--- src/rtl/reg_write_arbiter.sv ---
// reg_write_arbiter: shares the register file write port between the main
// pipeline writeback (A) and the multi-cycle / load return path (B).
// Each side has a one-entry holding buffer; writes leave oldest-first through
// a registered RegWrite / WriteRegister / WriteData stage, and busy_mask flags
// every register with an accepted but not yet committed write.
module reg_write_arbiter #(
  parameter int ADDR_W = 5,
  parameter int DATA_W = 32
) (
  input  logic              clk,
  input  logic              rst_n,
  input  logic              a_valid,
  output logic              a_ready,
  input  logic [ADDR_W-1:0] a_addr,
  input  logic [DATA_W-1:0] a_data,
  input  logic              b_valid,
  output logic              b_ready,
  input  logic [ADDR_W-1:0] b_addr,
  input  logic [DATA_W-1:0] b_data,
  output logic              RegWrite,
  output logic [ADDR_W-1:0] WriteRegister,
  output logic [DATA_W-1:0] WriteData,
  output logic [31:0]       busy_mask
);

  // Holding buffers
  logic              r_a_full;
  logic [ADDR_W-1:0] r_a_addr;
  logic [DATA_W-1:0] r_a_data;
  logic              r_b_full;
  logic [ADDR_W-1:0] r_b_addr;
  logic [DATA_W-1:0] r_b_data;
  // Age bit: 1 when bufA holds the older write (only meaningful if both full)
  logic              r_a_older;
  // Output stage towards the register file
  logic              r_reg_write;
  logic [ADDR_W-1:0] r_write_register;
  logic [DATA_W-1:0] r_write_data;

  logic        w_a_win;
  logic        w_b_win;
  logic        w_a_load;
  logic        w_b_load;
  logic        w_a_stays;
  logic        w_b_stays;
  logic [31:0] w_busy;

  // Winner selection and ready: purely from registered buffer state.
  assign w_a_win = r_a_full & (~r_b_full | r_a_older);
  assign w_b_win = r_b_full & (~r_a_full | ~r_a_older);
  assign a_ready = ~r_a_full | w_a_win;
  assign b_ready = ~r_b_full | w_b_win;

  // A handshake to register 0 is consumed but never buffered.
  assign w_a_load  = a_valid & a_ready & (a_addr != '0);
  assign w_b_load  = b_valid & b_ready & (b_addr != '0);
  // A buffer that is full and not draining this edge keeps its entry.
  assign w_a_stays = r_a_full & ~w_a_win;
  assign w_b_stays = r_b_full & ~w_b_win;

  // Buffer, age and output-stage state update.
  always_ff @(posedge clk or negedge rst_n) begin
    // NOTE: sequential state uses non-blocking assignments so every register
    // samples the pre-edge values regardless of statement order.
    if (!rst_n) begin
      // NOTE: buffer payloads are reset along with their full bits; they are
      // only a few flops and this keeps WriteRegister/WriteData deterministic.
      r_a_full         <= 1'b0;
      r_a_addr         <= '0;
      r_a_data         <= '0;
      r_b_full         <= 1'b0;
      r_b_addr         <= '0;
      r_b_data         <= '0;
      r_a_older        <= 1'b1;
      r_reg_write      <= 1'b0;
      r_write_register <= '0;
      r_write_data     <= '0;
    end else begin
      r_a_full <= w_a_load | w_a_stays;
      r_b_full <= w_b_load | w_b_stays;
      if (w_a_load) begin
        r_a_addr <= a_addr;
        r_a_data <= a_data;
      end
      if (w_b_load) begin
        r_b_addr <= b_addr;
        r_b_data <= b_data;
      end

      // The newcomer is younger than an entry that stays; a same-edge tie
      // into otherwise free buffers goes to A.
      if (w_a_load && w_b_stays) begin
        r_a_older <= 1'b0;
      end else if (w_b_load && w_a_stays) begin
        r_a_older <= 1'b1;
      end else if (w_a_load && w_b_load) begin
        r_a_older <= 1'b1;
      end

      if (w_a_win) begin
        r_reg_write      <= 1'b1;
        r_write_register <= r_a_addr;
        r_write_data     <= r_a_data;
      end else if (w_b_win) begin
        r_reg_write      <= 1'b1;
        r_write_register <= r_b_addr;
        r_write_data     <= r_b_data;
      end else begin
        r_reg_write <= 1'b0;
      end
    end
  end

  // Pending-write mask: buffered entries plus the write being committed.
  always_comb begin
    // NOTE: default first so every path assigns w_busy and no latch forms.
    w_busy = '0;
    for (int i = 0; i < 32; i++) begin
      if ((r_a_full && r_a_addr == ADDR_W'(i)) ||
          (r_b_full && r_b_addr == ADDR_W'(i)) ||
          (r_reg_write && r_write_register == ADDR_W'(i))) begin
        w_busy[i] = 1'b1;
      end
    end
  end

  assign RegWrite      = r_reg_write;
  assign WriteRegister = r_write_register;
  assign WriteData     = r_write_data;
  assign busy_mask     = w_busy;

endmodule

--- config.mk ---
export PLATFORM = sky130hd
export DESIGN_NAME = reg_write_arbiter
export DESIGN_NICKNAME = d
export VERILOG_FILES = /design/src/rtl/reg_write_arbiter.sv
export SDC_FILE = /design/constraint.sdc
export NUM_CORES = 1
export LEC_CHECK = 0
export CORE_ASPECT_RATIO = 0.9
export CORE_MARGIN = 2
export CORE_UTILIZATION = 35
export DETAILED_ROUTE_END_ITERATION = 8
export GPL_ROUTABILITY_DRIVEN = 0
export GPL_TIMING_DRIVEN = 0
export MAX_ROUTING_LAYER = met4
export PLACE_DENSITY = 0.66
export SYNTH_ARGS = -nofsm -noshare
export SYNTH_HDL_FRONTEND = slang
export SYNTH_SLANG_ARGS = --single-unit
export TNS_END_PERCENT = 1
--- constraint.sdc ---
create_clock -name clk -period 2.2 [get_ports clk]
set_clock_uncertainty 0.2 [all_clocks]
set_input_delay 0.44 -clock clk [delete_from_list [all_inputs] [get_ports clk]]
set_output_delay 0.44 -clock clk [all_outputs]
set_load 0.02 [all_outputs]
* Word-level counts from Yosys, hierarchy flattened
Cells that the tools add are included.
** Word-level totals
- Bits of input ports :: 78
- Word-level logic and storage cells :: 333
- Register bits after elaboration :: 115
** Cells by class
- Reduce and logical (&&, ||, !) cells :: 170
- Bitwise operators :: 19
- Equality and inequality tests :: 93
- Multiplexer cells :: 41
** Operators with widths (count)
- $eq A5 B5 Y1 const B :: 48
- $eq A5 B4 Y1 const B :: 24
- $logic_and A1 B1 Y1 :: 99
- $logic_or A1 B1 Y1 :: 64
- $mux W32 :: 2
- $eq A5 B3 Y1 const B :: 12
- $mux W1 :: 37
- $eq A5 B2 Y1 const B :: 6
- $eq A5 B1 Y1 const B :: 3
- $logic_not A5 Y1 :: 3
- $mux W5 :: 2
- $reduce_bool A5 Y1 :: 2
- $and A1 B1 Y1 :: 8
- $or A1 B1 Y1 :: 6
- $not A1 Y1 :: 5
- $reduce_bool A3 Y1 :: 1
- $reduce_bool A2 Y1 :: 1

* Logic depth before layout (Yosys ltp)
- Depth in word-level cells :: 10
- Depth in mapped cells :: 7
- Depth with buffers taken out :: 4

* Least setup slack after synthesis
Ideal clock, no wire load.
- Kind :: input-to-reg
- Start point :: input a_addr[1]
- End point :: register r_a_data[10]
- Setup slack :: 6 ps
- Path buffers :: 2
- Arrival time :: 1868 ps
- Data required time :: 1875 ps
- Stages on the path :: 6
- Setup time :: 125 ps
- Path through :: or4_1 -> o21ai_2 -> nand2b_1 -> buf_6 -> buf_12 -> mux2_4
** Between the ends
- Word-level cells in the longest chain between the ends :: 2
** Ends and longest elaborated chain
- from (decl) :: RTL line 14 : input logic [ADDR_W-1:0] a_addr,
- $reduce_bool A5 Y1 :: RTL line 55 : assign w_a_load = a_valid & a_ready & (a_addr != '0);
- $and A1 B1 Y1 :: RTL line 55
- to (signal assigned) :: RTL line 83 : r_a_data <= a_data;
- to (decl) :: RTL line 29 : logic [DATA_W-1:0] r_a_data;
No other way between the ends.
A chain may end at the register's enable or synchronous reset.

* Worst setup path after layout
- Start point :: register r_write_register[3] (netlist: WriteRegister[3])
- End point :: output busy_mask[5]
** Between the ends
- Word-level cells in the longest chain between the ends :: 4
** Ends and longest elaborated chain
- from (decl) :: RTL line 37 : logic [ADDR_W-1:0] r_write_register;
- from (signal assigned) :: RTL line 102 : r_write_register <= r_a_addr;
- from (signal assigned) :: RTL line 106 : r_write_register <= r_b_addr;
- $eq A5 B3 Y1 :: RTL line 121 : (r_reg_write && r_write_register == ADDR_W'(i))) begin
- $logic_and A1 B1 Y1 :: RTL line 121
- $logic_or A1 B1 Y1 :: RTL line 120 : (r_b_full && r_b_addr == ADDR_W'(i)) ||
- $mux W1 :: RTL line 119 : if ((r_a_full && r_a_addr == ADDR_W'(i)) ||
- to (decl) :: RTL line 23 : output logic [31:0] busy_mask
No other way between the ends.

==> metrics.txt <==
run status finished with violations; violations in the final reports negative setup slack; register clock-pin slew on the reported worst setup and hold paths 0.05 ns; die span in x 141 um; mux cell area share after synthesis 24.2%; first-pass GRT wire length 26.2 mm; antenna diode count 0; final worst path period share 111%; total standard cell area after synthesis 0.00593 mm^2; maximum capacitance violations 0; effective utilization at floorplan 35.5%; number of global-route vias before repair 5033; top cells by instance count after synthesis dfrtp_1, nor2_1, nand2_1, mux2_4, mux2_2; main area contributors after synthesis dfrtp_1, mux2_4, mux2_2, nor2_1, nand2_1; Detail Placement HPWL 11.5 mm; number of synthesis warnings 0; biggest area consumer among synthesized cells dfrtp_1; buffers plus inverters on the worst setup path 1; Final Worst Setup Slack -0.234 ns; final wirelength 16.5 mm; Post-Synthesis Mean Instance Area 11.1 um^2; clock latency on the worst-skew pair 0.40 ns; tightest slew margin relative to the limit 51.9%; area share of the leading cell type in the synthesized netlist 48.1%; worst hold path class input port to register; Final Max Slew Viols 0; number of standard cells in the layout, taps in and fillers out 936; iteration-0 DRC count of the detailed router 222; Critical Path, Cell by Cell nand2b_1 -> nor2_2 -> a22oi_1 -> nand2_1 -> clkdlybuf4s15_2; Cells after Synth 533; EDFF count, synth 0; Most used DFF post-synth dfrtp_1; total global-route track usage 19.0%; Routed Antenna Nets 0; leakage power of the design 3.83 nW; Sinks on Clock Net 115; Simple-Gate Fraction of Synth Area 13.9%; number of instances in the placed design 894; cell with the most instances after synthesis dfrtp_1; layout-stage area growth over the synthesis result 46.1%; CTS HTree Levels 4; delay contributed by the slowest stage of the critical path 0.48 ns; slowest library cell on the worst path dfrtp_2; number of cell rows 45; Final Total Pwr 0.00934 W; number of hold-slack violations in the final timing report 0; crit path DAT 1.79 ns; required time worst endpoint 1.56 ns; Filler Cells Inserted 1425; cell family with most CP delay simple AND/OR/NAND/NOR gates; synthesized-area fraction occupied by ao, oa, aoi and oai cells 9.23%; overflow left after global routing 0; portion of the post-synthesis area used by sequential elements 48.5%; total core area 0.0167 mm^2; startpoint-to-endpoint class of the critical path register to output pin; Top-Level Pins 150; count of port buffers added during placement 149; number of antenna violations at the first check in global routing 0; Finish-stage setup viols 69; Max IR drop VDD 0.563 mV; total vias in the final route 4779; layout cell share with drive strength beyond 1 36.7%; Synth Area in XOR/XNOR 0%; clock tree from TritonCTS done; average routed wire per standard cell 17.6 um; kind of capture point of the worst setup path output pin; asr flop ratio synth 100%; Nets 790; Inserted Clock Buffers 17; post-layout min period 2.43 ns; number of nets produced by synthesis 611; CTS Root Cell clkbuf_16; Critical Path Source Type register; Initial DRT Pass Iterations 6; power per standard cell area 1080 mW/mm^2; height of the die 128 um; overall die area 0.0180 mm^2; register bit total from synthesis 115; Max Freq 411 MHz; Synth Area in Adders 0%; maximum number of pins on one net before global-route repair 62; RSZ-0062 raised after global routing yes; ratio of routed vias to standard cells 5.11; number of buffers between clock root and the deepest sink 2; slew of the pin with the lowest slew margin 0.722 ns; worst-path fanout max 7; number of design rule violations left after detail routing 0; number of distinct library cells after synthesis 34; largest family of logic cells by synthesized area multiplexers
[stage by stage]
stage	setup TNS, ns	worst slack, ns	utilization [%]	cell area, um^2	hold WS [ns]
CTS	-9.04	-0.211	51.4	8590	0.235
finish	-8.23	-0.234	51.8	8670	0.161
global route	-14.41	-0.305	51.8	8670	0.164
global placement	-507.67	-3.84	46.0	7690	0.289
floorplan	0	0.00643	-	5930	-0.0556
detailed placement	-68.07	-0.822	46.1	7710	0.297
[cell families (layout without fill, tap and decap cells)]
group | Yosys count | after routing
AND/OR/NAND/NOR | 197 | 197
flip-flops | 115 | 115
multiplexers | 108 | 108
AO/OA/AOI/OAI | 77 | 77
buffers and inverters | 36 | 228
[area by class of cell]
cell class | instances | area [um^2] | share of cell area (%)
Clock inverter | 10 | 108 | 1.24
Buffer | 31 | 300 | 3.46
Timing Repair Buffer | 164 | 1580 | 18.2
Tap cell | 211 | 264 | 3.05
Sequential cell | 115 | 2890 | 33.4
Inverter | 1 | 3.75 | 0.0433
Clock buffer | 22 | 464 | 5.35
Multi-Input combinational cell | 382 | 3060 | 35.3
[routing by layer]
layer	track usage (%)	up-vias	share of wire (%)
li1	-	2238	-
met1	24.0	2304	43
met2	30.2	202	48
met3	5.21	35	7.1
met4	5.59	0	1.9
met5	-	-	0
[final timing paths]
check	from	to	slack, ns	depth (start not counted)
setup reg to reg	r_b_full	WriteData[5]	0.05	7
min in group asynchronous	rst_n	r_a_data[21]	0.45	2
hold reg to reg	r_a_data[0]	WriteData[0]	0.31	2
hold / removal	b_addr[2]	r_b_addr[2]	0.16	2
max in group asynchronous	rst_n	WriteRegister[1]	0.59	3
setup / recovery	WriteRegister[3]	busy_mask[5]	-0.23	5
[state kept, by name, summed over array words and instances, names as in the netlist]
signal / cells
RegWrite: 1
WriteData: 32
WriteRegister: 5
r_a_addr: 5
r_a_data: 32
r_a_full: 1
r_a_older: 1
r_b_addr: 5
r_b_data: 32
r_b_full: 1
[cell usage in the layout, fill, tap and decap left out, types with 2 or more instances in the layout]
cell,Yosys,layout
a22oi_1,24,20
a22oi_2,0,4
a32o_1,2,2
a32oi_1,6,5
and2_1,2,2
buf_1,4,2
buf_12,6,7
buf_2,1,13
buf_4,0,23
buf_6,2,12
buf_8,0,2
bufinv_16,0,2
clkbuf_1,22,13
clkbuf_16,0,17
clkbuf_2,0,2
clkbuf_8,0,5
clkdlybuf4s15_2,0,7
clkdlybuf4s50_1,0,106
clkinv_2,0,5
clkinvlp_4,0,3
dfrtp_1,114,104
dfrtp_2,0,10
dlygate4sd2_1,0,4
dlymetal6s2s_1,0,2
mux2_2,50,50
mux2_4,58,58
nand2_1,69,65
nand2_2,0,3
nand2b_1,10,6
nand2b_4,0,3
nor2_1,92,77
nor2_2,0,13
nor2_4,0,2
nor2b_1,10,3
nor2b_4,0,6
nor3_4,0,5
o22ai_1,37,37
[worst reg2reg max path: cells and delay by family, from the launching register on]
| family | cells | cell delay [ns] |
|---|---|---|
| buffers and inverters | 3 | 0.87 |
| DFF | 1 | 0.47 |
| and+or+nand+nor | 4 | 0.53 |
[what timing repair did]
item | in CTS | in global routing
buffers inserted | 8 | 5
pin swaps | 15 | 11
resized for setup | 218 | 46
hold buffers | 1 | 0
endpoints found under the hold margin | 53 | 0
setup endpoints to repair | 137 | 128
[power breakdown]
group	internal (W)	switching, W	leakage [nW]
Combinational	0.00182	0.00176	2.24
Clock	0.00171	0.000923	0.276
Sequential	0.00266	0.000453	1.32
Note: power is estimated with default switching activity, not from simulation.
